$ cat src/rtl/alu_arbiter.sv
// rtl/alu_arbiter.sv - round-robin arbiter sharing one combinational ALU between two requesters
//
// Purpose:
//   Two requesters each present an operation (srcA, srcB, ALUControl) on a
//   valid/ready request channel. One operation is accepted in IDLE, its
//   operands are registered and presented to the ALU for one ISSUE cycle,
//   the ALU result is registered, and it is returned on the winner's
//   valid/ready response channel (RESP). Ties go to the requester named by
//   prio, which flips to the other requester after every completed response.
//
// Ports:
//   clk, rst                 clock, asynchronous active-high reset
//   reqN_valid/ready         request handshake for requester N (ready is combinational, IDLE only)
//   reqN_a/b/ctrl            requester N srcA / srcB / ALUControl
//   rspN_valid/ready         response handshake for requester N
//   rspN_result              registered result (0 unless requester N's response is pending)
//   rspN_err                 illegal-ctrl flag (only with ALU_ARB_ILLEGAL_CHK_EN)
//   alu_srcA/srcB/ALUControl registered operands to the ALU
//   alu_result               combinational ALU result
//
// Configuration:
//   ALU_ARB_ILLEGAL_CHK_EN   when defined, ctrl codes other than 0,1,2,3,5 bypass the
//                            ALU and return result 0 with rspN_err set.

module alu_arbiter #(
  parameter int WIDTH  = 32,
  parameter int CTRL_W = 3
) (
  input  logic              clk,
  input  logic              rst,

  input  logic              req0_valid,
  output logic              req0_ready,
  input  logic [WIDTH-1:0]  req0_a,
  input  logic [WIDTH-1:0]  req0_b,
  input  logic [CTRL_W-1:0] req0_ctrl,
  output logic              rsp0_valid,
  input  logic              rsp0_ready,
  output logic [WIDTH-1:0]  rsp0_result,

  input  logic              req1_valid,
  output logic              req1_ready,
  input  logic [WIDTH-1:0]  req1_a,
  input  logic [WIDTH-1:0]  req1_b,
  input  logic [CTRL_W-1:0] req1_ctrl,
  output logic              rsp1_valid,
  input  logic              rsp1_ready,
  output logic [WIDTH-1:0]  rsp1_result,

`ifdef ALU_ARB_ILLEGAL_CHK_EN
  output logic              rsp0_err,
  output logic              rsp1_err,
`endif

  output logic [WIDTH-1:0]  alu_srcA,
  output logic [WIDTH-1:0]  alu_srcB,
  output logic [CTRL_W-1:0] alu_ALUControl,
  input  logic [WIDTH-1:0]  alu_result
);

  typedef enum logic [1:0] {
    S_IDLE  = 2'd0,
    S_ISSUE = 2'd1,
    S_RESP  = 2'd2
  } state_t;

  state_t              state_q;
  logic                prio_q;
  logic                grant_q;
  logic [WIDTH-1:0]    a_q;
  logic [WIDTH-1:0]    b_q;
  logic [CTRL_W-1:0]   ctrl_q;
  logic [WIDTH-1:0]    res_q;
  // One-hot response-valid per requester; only the granted bit is ever set.
  logic [1:0]          vld_q;
`ifdef ALU_ARB_ILLEGAL_CHK_EN
  logic [1:0]          err_q;
`endif

  // Next-state candidates for the IDLE acceptance.
  logic                idle_d;
  logic                win1_d;
  logic                accept_d;
  logic [WIDTH-1:0]    a_d;
  logic [WIDTH-1:0]    b_d;
  logic [CTRL_W-1:0]   ctrl_d;
  logic                rsp_done_d;

`ifdef ALU_ARB_ILLEGAL_CHK_EN
  function automatic logic ctrl_legal(input logic [CTRL_W-1:0] c);
    ctrl_legal = (c == CTRL_W'(0)) || (c == CTRL_W'(1)) || (c == CTRL_W'(2)) ||
                 (c == CTRL_W'(3)) || (c == CTRL_W'(5));
  endfunction
`endif

  always_comb begin
    idle_d     = (state_q == S_IDLE);
    // Requester 1 wins when it is the only one asking, or when both ask and prio names it.
    win1_d     = req1_valid && (!req0_valid || prio_q);
    accept_d   = idle_d && (req0_valid || req1_valid);
    a_d        = win1_d ? req1_a    : req0_a;
    b_d        = win1_d ? req1_b    : req0_b;
    ctrl_d     = win1_d ? req1_ctrl : req0_ctrl;
    rsp_done_d = grant_q ? rsp1_ready : rsp0_ready;
  end

  assign req0_ready = idle_d && req0_valid && !win1_d;
  assign req1_ready = idle_d && win1_d;

  assign rsp0_valid  = vld_q[0];
  assign rsp1_valid  = vld_q[1];
  assign rsp0_result = vld_q[0] ? res_q : '0;
  assign rsp1_result = vld_q[1] ? res_q : '0;

`ifdef ALU_ARB_ILLEGAL_CHK_EN
  assign rsp0_err = err_q[0];
  assign rsp1_err = err_q[1];
`endif

  // The ALU only ever sees the operand registers, never the live request inputs.
  assign alu_srcA       = a_q;
  assign alu_srcB       = b_q;
  assign alu_ALUControl = ctrl_q;

  always_ff @(posedge clk or posedge rst) begin
    if (rst) begin
      state_q <= S_IDLE;
      prio_q  <= 1'b0;
      grant_q <= 1'b0;
      a_q     <= '0;
      b_q     <= '0;
      ctrl_q  <= '0;
      res_q   <= '0;
      vld_q   <= 2'b00;
`ifdef ALU_ARB_ILLEGAL_CHK_EN
      err_q   <= 2'b00;
`endif
    end else begin
      case (state_q)
        S_IDLE: begin
          if (accept_d) begin
            grant_q <= win1_d;
`ifdef ALU_ARB_ILLEGAL_CHK_EN
            if (ctrl_legal(ctrl_d)) begin
              a_q     <= a_d;
              b_q     <= b_d;
              ctrl_q  <= ctrl_d;
              state_q <= S_ISSUE;
            end else begin
              // Illegal code: answer straight away with a zero result and leave
              // the ALU operands untouched.
              res_q   <= '0;
              vld_q   <= win1_d ? 2'b10 : 2'b01;
              err_q   <= win1_d ? 2'b10 : 2'b01;
              state_q <= S_RESP;
            end
`else
            a_q     <= a_d;
            b_q     <= b_d;
            ctrl_q  <= ctrl_d;
            state_q <= S_ISSUE;
`endif
          end
        end

        S_ISSUE: begin
          res_q   <= alu_result;
          vld_q   <= grant_q ? 2'b10 : 2'b01;
          state_q <= S_RESP;
        end

        S_RESP: begin
          if (rsp_done_d) begin
            vld_q   <= 2'b00;
`ifdef ALU_ARB_ILLEGAL_CHK_EN
            err_q   <= 2'b00;
`endif
            // Hand priority to the other requester so continuous contention alternates.
            prio_q  <= ~grant_q;
            state_q <= S_IDLE;
          end
        end

        default: begin
          state_q <= S_IDLE;
        end
      endcase
    end
  end

endmodule

$ cat config.mk
export PLATFORM = sky130hd
export DESIGN_NAME = alu_arbiter
export DESIGN_NICKNAME = d
export VERILOG_FILES = /design/src/rtl/alu_arbiter.sv
export SDC_FILE = /design/constraint.sdc
export NUM_CORES = 1
export LEC_CHECK = 0
export ABC_AREA = 1
export BUFFER_PORTS_ARGS = -buffer_cell sky130_fd_sc_hd__buf_2
export CORE_ASPECT_RATIO = 0.75
export CORE_MARGIN = 3
export CORE_UTILIZATION = 32
export CTS_CLUSTER_SIZE = 30
export DETAILED_ROUTE_END_ITERATION = 12
export GPL_ROUTABILITY_DRIVEN = 0
export HOLD_SLACK_MARGIN = 0.12
export SETUP_SLACK_MARGIN = 0.3
export SLEW_MARGIN = 20
export SYNTH_ARGS = -nofsm -noshare
export SYNTH_HDL_FRONTEND = slang
export SYNTH_SLANG_ARGS = --single-unit
$ cat constraint.sdc
create_clock -name clk -period 5 [get_ports clk]
set_input_delay 1 -clock clk [delete_from_list [all_inputs] [get_ports clk]]
set_output_delay 1 -clock clk [all_outputs]
set_load 0.03 [all_outputs]
# Word level (Yosys, flattened, before mapping)
# Index checks and enable logic that the tools add are counted.
dict set report classes {
  eq_ne 4
  mux 11
  bitwise_logic 1
  n_reduce_logical 15
}
# operator n
set ops {}
lappend ops {{$mux W32} 4}
lappend ops {{$reduce_and A2 Y1} 4}
lappend ops {{$mux W2} 3}
lappend ops {{$pmux W2 S3} 1}
lappend ops {{$logic_and A1 B1 Y1} 5}
lappend ops {{$pmux W2 S2} 1}
lappend ops {{$mux W3} 1}
lappend ops {{$eq A2 B1 Y1 const B} 1}
lappend ops {{$eq A2 B2 Y1 const B} 1}
lappend ops {{$logic_not A1 Y1} 2}
lappend ops {{$logic_not A2 Y1} 1}
lappend ops {{$logic_or A1 B1 Y1} 2}
lappend ops {{$ne A2 B1 Y1 const B} 1}
lappend ops {{$ne A2 B2 Y1 const B} 1}
lappend ops {{$reduce_bool A2 Y1} 1}
lappend ops {{$mux W1} 1}
lappend ops {{$not A1 Y1} 1}
dict set report word_totals {
  ff_bits 105
  in_bits 172
  out_inout_bits 135
  wordCells 39
}

# Depth between registers and ports, before layout
# Gate-level depths: netlist of the first run.
dict set report logic_depth {
  ltp_word 5
  depth_mapped 8
  depth_no_buf 6
}

# Least setup slack after synthesis of the first run
# No wires, ideal clock.
dict set report synth_timing {
  kind {input-to-output}
  startpoint {input port req0_valid}
  endpoint {output port req1_ready}
  t_arrival_ns 1.812
  required_time_ns 4.000
  setup_slack_ns 2.188
  stages 4
  n_path_buf 1
  cell_sequence {nand2_1 -> nand2_1 -> buf_2 -> nor2_1}
}
dict set report synth_between {
  elab_chain_cells 4
}
# element line
set synth_lines {}
lappend synth_lines {{start: declaration} 32} ;# input logic req0_valid,
lappend synth_lines {{$logic_not A1 Y1} 99} ;# win1_d = req1_valid && (!req0_valid || prio_q);
lappend synth_lines {{$logic_or A1 B1 Y1} 99}
lappend synth_lines {{$logic_and A1 B1 Y1} 99}
lappend synth_lines {{$logic_and A1 B1 Y1} 108} ;# assign req1_ready = idle_d && win1_d;
lappend synth_lines {{end: declaration} 42} ;# output logic req1_ready,
# Every way passes these cells.

# Worst setup path after layout of the first run
dict set report layout_timing {
  startpoint {input port req0_valid}
  endpoint {output port req0_ready}
}
dict set report layout_between {
  elab_chain_cells 5
  elab_cells_between_ends 6
  cone_classes {reduce/logical: 6}
}
# element line
set layout_lines {}
lappend layout_lines {{$logic_not A1 Y1} 99}
lappend layout_lines {{$logic_or A1 B1 Y1} 99}
lappend layout_lines {{$logic_and A1 B1 Y1} 99}
lappend layout_lines {{$logic_not A1 Y1} 107} ;# assign req0_ready = idle_d && req0_valid && !win1_d;
lappend layout_lines {{$logic_and A1 B1 Y1 (*)} 107}
lappend layout_lines {{end: declaration} 33} ;# output logic req0_ready,
# Every way passes the cells marked *; elsewhere a longest branch is shown, timed or not.

==> results.json, run 1 <==
{
  "cts_resized": 0,
  "fillCellCount": 1866,
  "multiInputGateArea_um2": 2150,
  "initial_core_util": 0.335,
  "rsz0062_at_grt": "no",
  "avgRoutedWirePerCell_um": 12.6,
  "hold_viol": 0,
  "crit_chain": "buf_2 > nand2_2 > nand2_2 > and3b_1 > buf_2",
  "hpwl_mm": 12.9,
  "clock_sinks": 105,
  "setup_viol": 0,
  "p_leak_nw": 5.36,
  "vias": 5959,
  "synth.area.top_cells": "dfrtp_1, nand2_1, inv_1, nand3_1, buf_2",
  "grt_pass1_wl_mm": 28.0,
  "holdCritPathClass": "register to register",
  "synth-edff-count": 0,
  "final_net_count": 1326,
  "final-max-slew-violation-count": 0,
  "grt_overflow": 0,
  "cts_root_buf": "clkbuf_16",
  "grt_usage": 0.175,
  "grt_max_degree": 70,
  "drt_iter0_drc": 374,
  "slowest_delay_ns": 0.51,
  "post-synth-top-count-cell": "nand2_1",
  "arrival_ns": 2.14,
  "syn_area_per_cell_um2": 6.59,
  "antenna_found_initial": 2,
  "die_w_um": 161,
  "hold_buffers": 0,
  "ant_nets": 0,
  "grt_pass1_vias": 5591,
  "fp.dieH_um": 123,
  "core_um2": 17300,
  "clk_pin_slew_ns": 0.07,
  "synthesis.nets": 1052,
  "htree_levels": 3,
  "area_growth_pct": 33.3,
  "die_area_um2": 19800,
  "fin_crit_sh": 0.628,
  "yosys_warnings": 0,
  "worstPathRequired_ns": 4.00,
  "crit_path_end_kind": "primary output",
  "worst_slew_pin_slew_ns": 1.07,
  "post_cts_buffers": 0,
  "synthCells": 880,
  "worst_hold_startpoint": "alu_srcB[1]",
  "crit_fanout": 39,
  "numCtsBuffers": 9,
  "fmax_ghz": 0.319,
  "power.density_nw_per_um2": 649,
  "ios": 307,
  "row_count": 41,
  "diodes": 0,
  "synth_async_sr_flop_share": 1.00,
  "slew_headroom": 0.286,
  "clock_skew_ns": 0.00851,
  "cts_tree": "yes",
  "synth_top_area_share": 0.453,
  "drc": 0,
  "r2r-start": "prio_q",
  "post-route-min-period_ns": 3.14,
  "seq_area_um2": 2630,
  "clk_latency_ns": 0.34,
  "yosysTopAreaCell": "dfrtp_1",
  "fin_util": 0.447,
  "yosysUniqueCellTypes": 15,
  "crit_path_top_delay_cell": "nand2_2",
  "ys_top_cells_by_count": "nand2_1, inv_1, nand3_1",
  "viasPerCell": 4.27,
  "synth_seq_cells": 105,
  "port_buffers": 306,
  "synth_seq_area_share": 0.453,
  "max-cap-violations": 0,
  "setup_tns_ns": 0,
  "ctsLongestPathBuffers": 2,
  "crit_start": "req0_valid",
  "wirelength_mm": 17.6,
  "drive_gt1_frac": 0.289,
  "status": "completed",
  "ys.flop_type": "dfrtp_1",
  "start_kind": "primary input",
  "drt-pass1-iter-count": 5,
  "netlist_area_um2": 5800,
  "peakVddDrop_mv": 0.270,
  "crit_type": "primary input to primary output"
}
flip-flops by register name (all words and copies together) (netlist names):
name,flops
vld_q,2
prio_q,1
alu_srcB,32
alu_ALUControl,3
alu_srcA,32
state_q,2
res_q,32
grant_q,1
area by class of cell:
cell class | count | area share
tap | 236 | 0.0382
multi-input combinational | 520 | 0.278
clock buffer | 11 | 0.0314
inverter | 205 | 0.100
clock inverter | 4 | 0.00696
sequential | 105 | 0.340
timing repair buffer | 313 | 0.205
final timing paths:
kind                                end  slack (ns)  cells past startpoint
min in group asynchronous  alu_srcB[28]        0.65                      2
setup / recovery             req0_ready        1.86                      5
hold reg to reg             alu_srcB[1]        0.47                      2
hold / removal              alu_srcB[1]        0.47                      2
setup reg to reg           alu_srcB[18]        3.07                      7
max in group asynchronous      vld_q[1]        3.46                      3
worst max-delay path, delay by kind of cell:
family,cells,cell delay (ns)
and+or+nand+nor,3,0.83
buffers and inverters,2,0.30
cell families (layout without fill, tap and decap cells):
kind of cell	Yosys count	after routing	synth area share
AOI/OAI and AO/OA	2	2	0.00173
buffers and inverters	255	533	0.177
DFF	105	105	0.453
and+or+nand+nor	518	518	0.368
metrics by stage:
| stage | area, µm² | total power, mW | worst slack (ns) | instances | hold WS, ns |
|---|---|---|---|---|---|
| after floorplan | 5800 | 3.55 | 1.24 | 880 | 0.453 |
| after global routing | 7730 | 5.43 | 1.74 | 1394 | 0.495 |
| final | 7730 | 5.02 | 1.86 | 1394 | 0.474 |
| after CTS | 7720 | 5.10 | 1.84 | 1394 | 0.480 |
| after global placement | 7430 | 4.35 | 1.83 | 1379 | 0.460 |
| after detailed placement | 7430 | 4.37 | 1.84 | 1379 | 0.461 |
cell usage in the layout (no fill, tap or decap):
cell type / netlist / layout
nor2_4: 1 / 1
inv_2: 2 / 1
clkbuf_8: 0 / 1
nand3_1: 138 / 138
clkinv_4: 0 / 1
inv_1: 203 / 202
dfrtp_1: 105 / 104
buf_2: 26 / 306
bufinv_16: 0 / 1
nor2_1: 2 / 2
inv_4: 0 / 2
buf_4: 4 / 7
clkbuf_1: 15 / 1
clkbuf_16: 0 / 9
nand2_1: 375 / 373
clkinvlp_4: 0 / 2
o21ai_0: 2 / 2
and3b_1: 1 / 1
nand2_2: 0 / 2
dfrtp_2: 0 / 1
nor2_2: 1 / 1
layer usage:
metal	share of wire	routed length (µm)	up-vias	GRT usage
li1	-	-	3088	-
met1	0.44	7700	2628	0.224
met2	0.47	8210	214	0.296
met3	0.077	1360	25	0.0496
met4	0.017	297	4	0.0451
met5	0.0012	21	-	0
report_power, final:
group,switching [mW],internal (mW)
Combinational,1.94,0.747
Sequential,0.346,1.28
Clock,0.303,0.400
Total,2.59,2.43
(Power assumes the default switching activity.)
==> inputs of run 2 (changes only) <==
Clock period 5 ns to 3.01 ns, I/O delays scaled along.
==> run 2 against run 1 <==
Effect of this change: worst hold slack worse by 0.029 ns; core utilization rose by 0.23 points; non-clock buffer count rose by 3; highest routed layer is now met4.
==> results.json, run 2 (synthesis gave the netlist of run 1 again) <==
{
  "numCtsBuffers": 9,
  "power.density_nw_per_um2": 1080,
  "p_int_mw": 4.06,
  "p_leak_nw": 5.38,
  "route.met2.wl_mm": 8.48,
  "cts_root_buf": "clkbuf_16",
  "pwr-share-seq": 0.307,
  "rsz0062_at_grt": "no",
  "post-route-min-period_ns": 1.98,
  "clk_latency_ns": 0.34,
  "share_comb_of_total_power": 0.552,
  "die_w_um": 161,
  "top_layer_used": "met4",
  "ctsLongestPathBuffers": 2,
  "vias": 6032,
  "fin_crit_sh": 0.659,
  "clock_skew_ns": 0.00869,
  "arrival_ns": 1.38,
  "grt_max_degree": 106,
  "clock_sinks": 105,
  "worstPathRequired_ns": 2.41,
  "wirelength_mm": 18.1,
  "pre_cts_ws_ns": 1.08,
  "final_net_count": 1329,
  "initial_core_util": 0.335,
  "drive_gt1_frac": 0.291,
  "worst_slew_pin_slew_ns": 0.994,
  "final_cell_mix": "nand2_1, buf_2, inv_1",
  "diodes": 0,
  "ios": 307,
  "htree_levels": 3,
  "area_growth_pct": 34.0,
  "max-cap-violations": 0,
  "r2r-start": "state_q[0]",
  "die_area_um2": 19800,
  "grt_overflow": 0,
  "post_cts_buffers": 0,
  "avgRoutedWirePerCell_um": 13.0,
  "final.setup.worst_slack_ns": 1.03,
  "hold_viol": 0,
  "final-max-slew-violation-count": 0,
  "slew_headroom": 0.333,
  "peakVddDrop_mv": 0.425,
  "row_count": 41,
  "crit_fanout": 4,
  "crit_path_end_kind": "primary output",
  "seq_area_um2": 2630,
  "wl_met1_mm": 8.08,
  "grt_pass1_vias": 5567,
  "port_buffers": 306,
  "worst_r2r_endpoint": "alu_srcB[18]",
  "layout_commonest_cell": "nand2_1",
  "drt_iter0_drc": 488,
  "met3_length_mm": 1.31,
  "fp.dieH_um": 123,
  "cts_tree": "yes",
  "crit_type": "register to primary output",
  "hpwl_mm": 12.7,
  "grt_usage": 0.178,
  "drc": 0,
  "cts_resized": 0,
  "status": "completed",
  "setup_viol": 0,
  "swShare": 0.518,
  "setup_tns_ns": 0,
  "clk_pin_slew_ns": 0.07,
  "antenna_found_initial": 0,
  "holdCritPathClass": "primary input to asynchronous set/reset pin",
  "p_clk_frac": 0.141,
  "ant_nets": 0,
  "p_sw_mw": 4.36,
  "fmax_ghz": 0.504,
  "start_kind": "register",
  "hold_buffers": 0,
  "rrSetupSlack_ns": 1.23,
  "core_um2": 17300,
  "fillCellCount": 1854,
  "r2r_cells": 6,
  "multiInputGateArea_um2": 2150,
  "viasPerCell": 4.32,
  "grt_pass1_wl_mm": 28.4,
  "drt-pass1-iter-count": 5
}
## run 2: changes by cell type in the layout (fill, tap and decap cells not counted), moves of 2 or more
cell and delta:
inv_6 +3, buf_12 +2, inv_4 -2, clkinv_2 +2
## run 2: per-layer routing
metal  track usage  up-vias
li1              -     3093
met1         0.240     2721
met2         0.289      201
met3        0.0469       17
met4        0.0414        0
met5             0        -
## run 2: metrics by stage
stage / total power, mW / instances / utilization / hold WS (ns) / area (µm²)
3_5_place_dp: 7.30 / 1382 / 0.432 / 0.460 / 7470
4_1_cts: 8.53 / 1397 / 0.449 / 0.435 / 7770
3_3_place_gp: 7.26 / 1382 / 0.432 / 0.459 / 7470
6_report: 8.42 / 1397 / 0.449 / 0.445 / 7770
5_1_grt: 9.10 / 1397 / 0.449 / 0.446 / 7770
2_1_floorplan: 5.89 / 880 / - / 0.453 / 5800
## run 2: power by group through the flow
stage	combinational [mW]	sequential [mW]	clock, mW
6_report	4.64	2.58	1.19
5_1_grt	5.13	2.68	1.28
4_1_cts	4.71	2.58	1.23
3_5_place_dp	4.72	2.58	0
3_3_place_gp	4.66	2.60	0
2_1_floorplan	2.45	3.44	0
## run 2: area by class of cell
| cell class | count | area share |
|---|---|---|
| well taps | 236 | 0.0380 |
| inverters | 205 | 0.0996 |
| clock inverters | 6 | 0.00854 |
| repair buffers | 316 | 0.210 |
| clock buffers | 9 | 0.0290 |
| multi-input cells | 520 | 0.276 |
| flip-flops and latches | 105 | 0.338 |
## run 2: worst max path at each step
stage                          start              end  slack (ns)  depth (start not counted)
after floorplan           req0_valid       req1_ready        0.99                          4
after global placement    req0_valid     alu_srcB[18]        1.08                          6
after detailed placement  req0_valid     alu_srcB[18]        1.08                          6
after CTS                   vld_q[0]   rsp0_result[6]        0.99                          4
after global routing        vld_q[0]  rsp0_result[23]        0.92                          4
final                     state_q[0]       req0_ready        1.03                          4
## run 2: worst max-delay path, stage by stage, from the launching register on
cell     delay [ns]
dfrtp_1        0.41
inv_1          0.06
nand2_1        0.14
and3b_1        0.24
buf_2          0.19
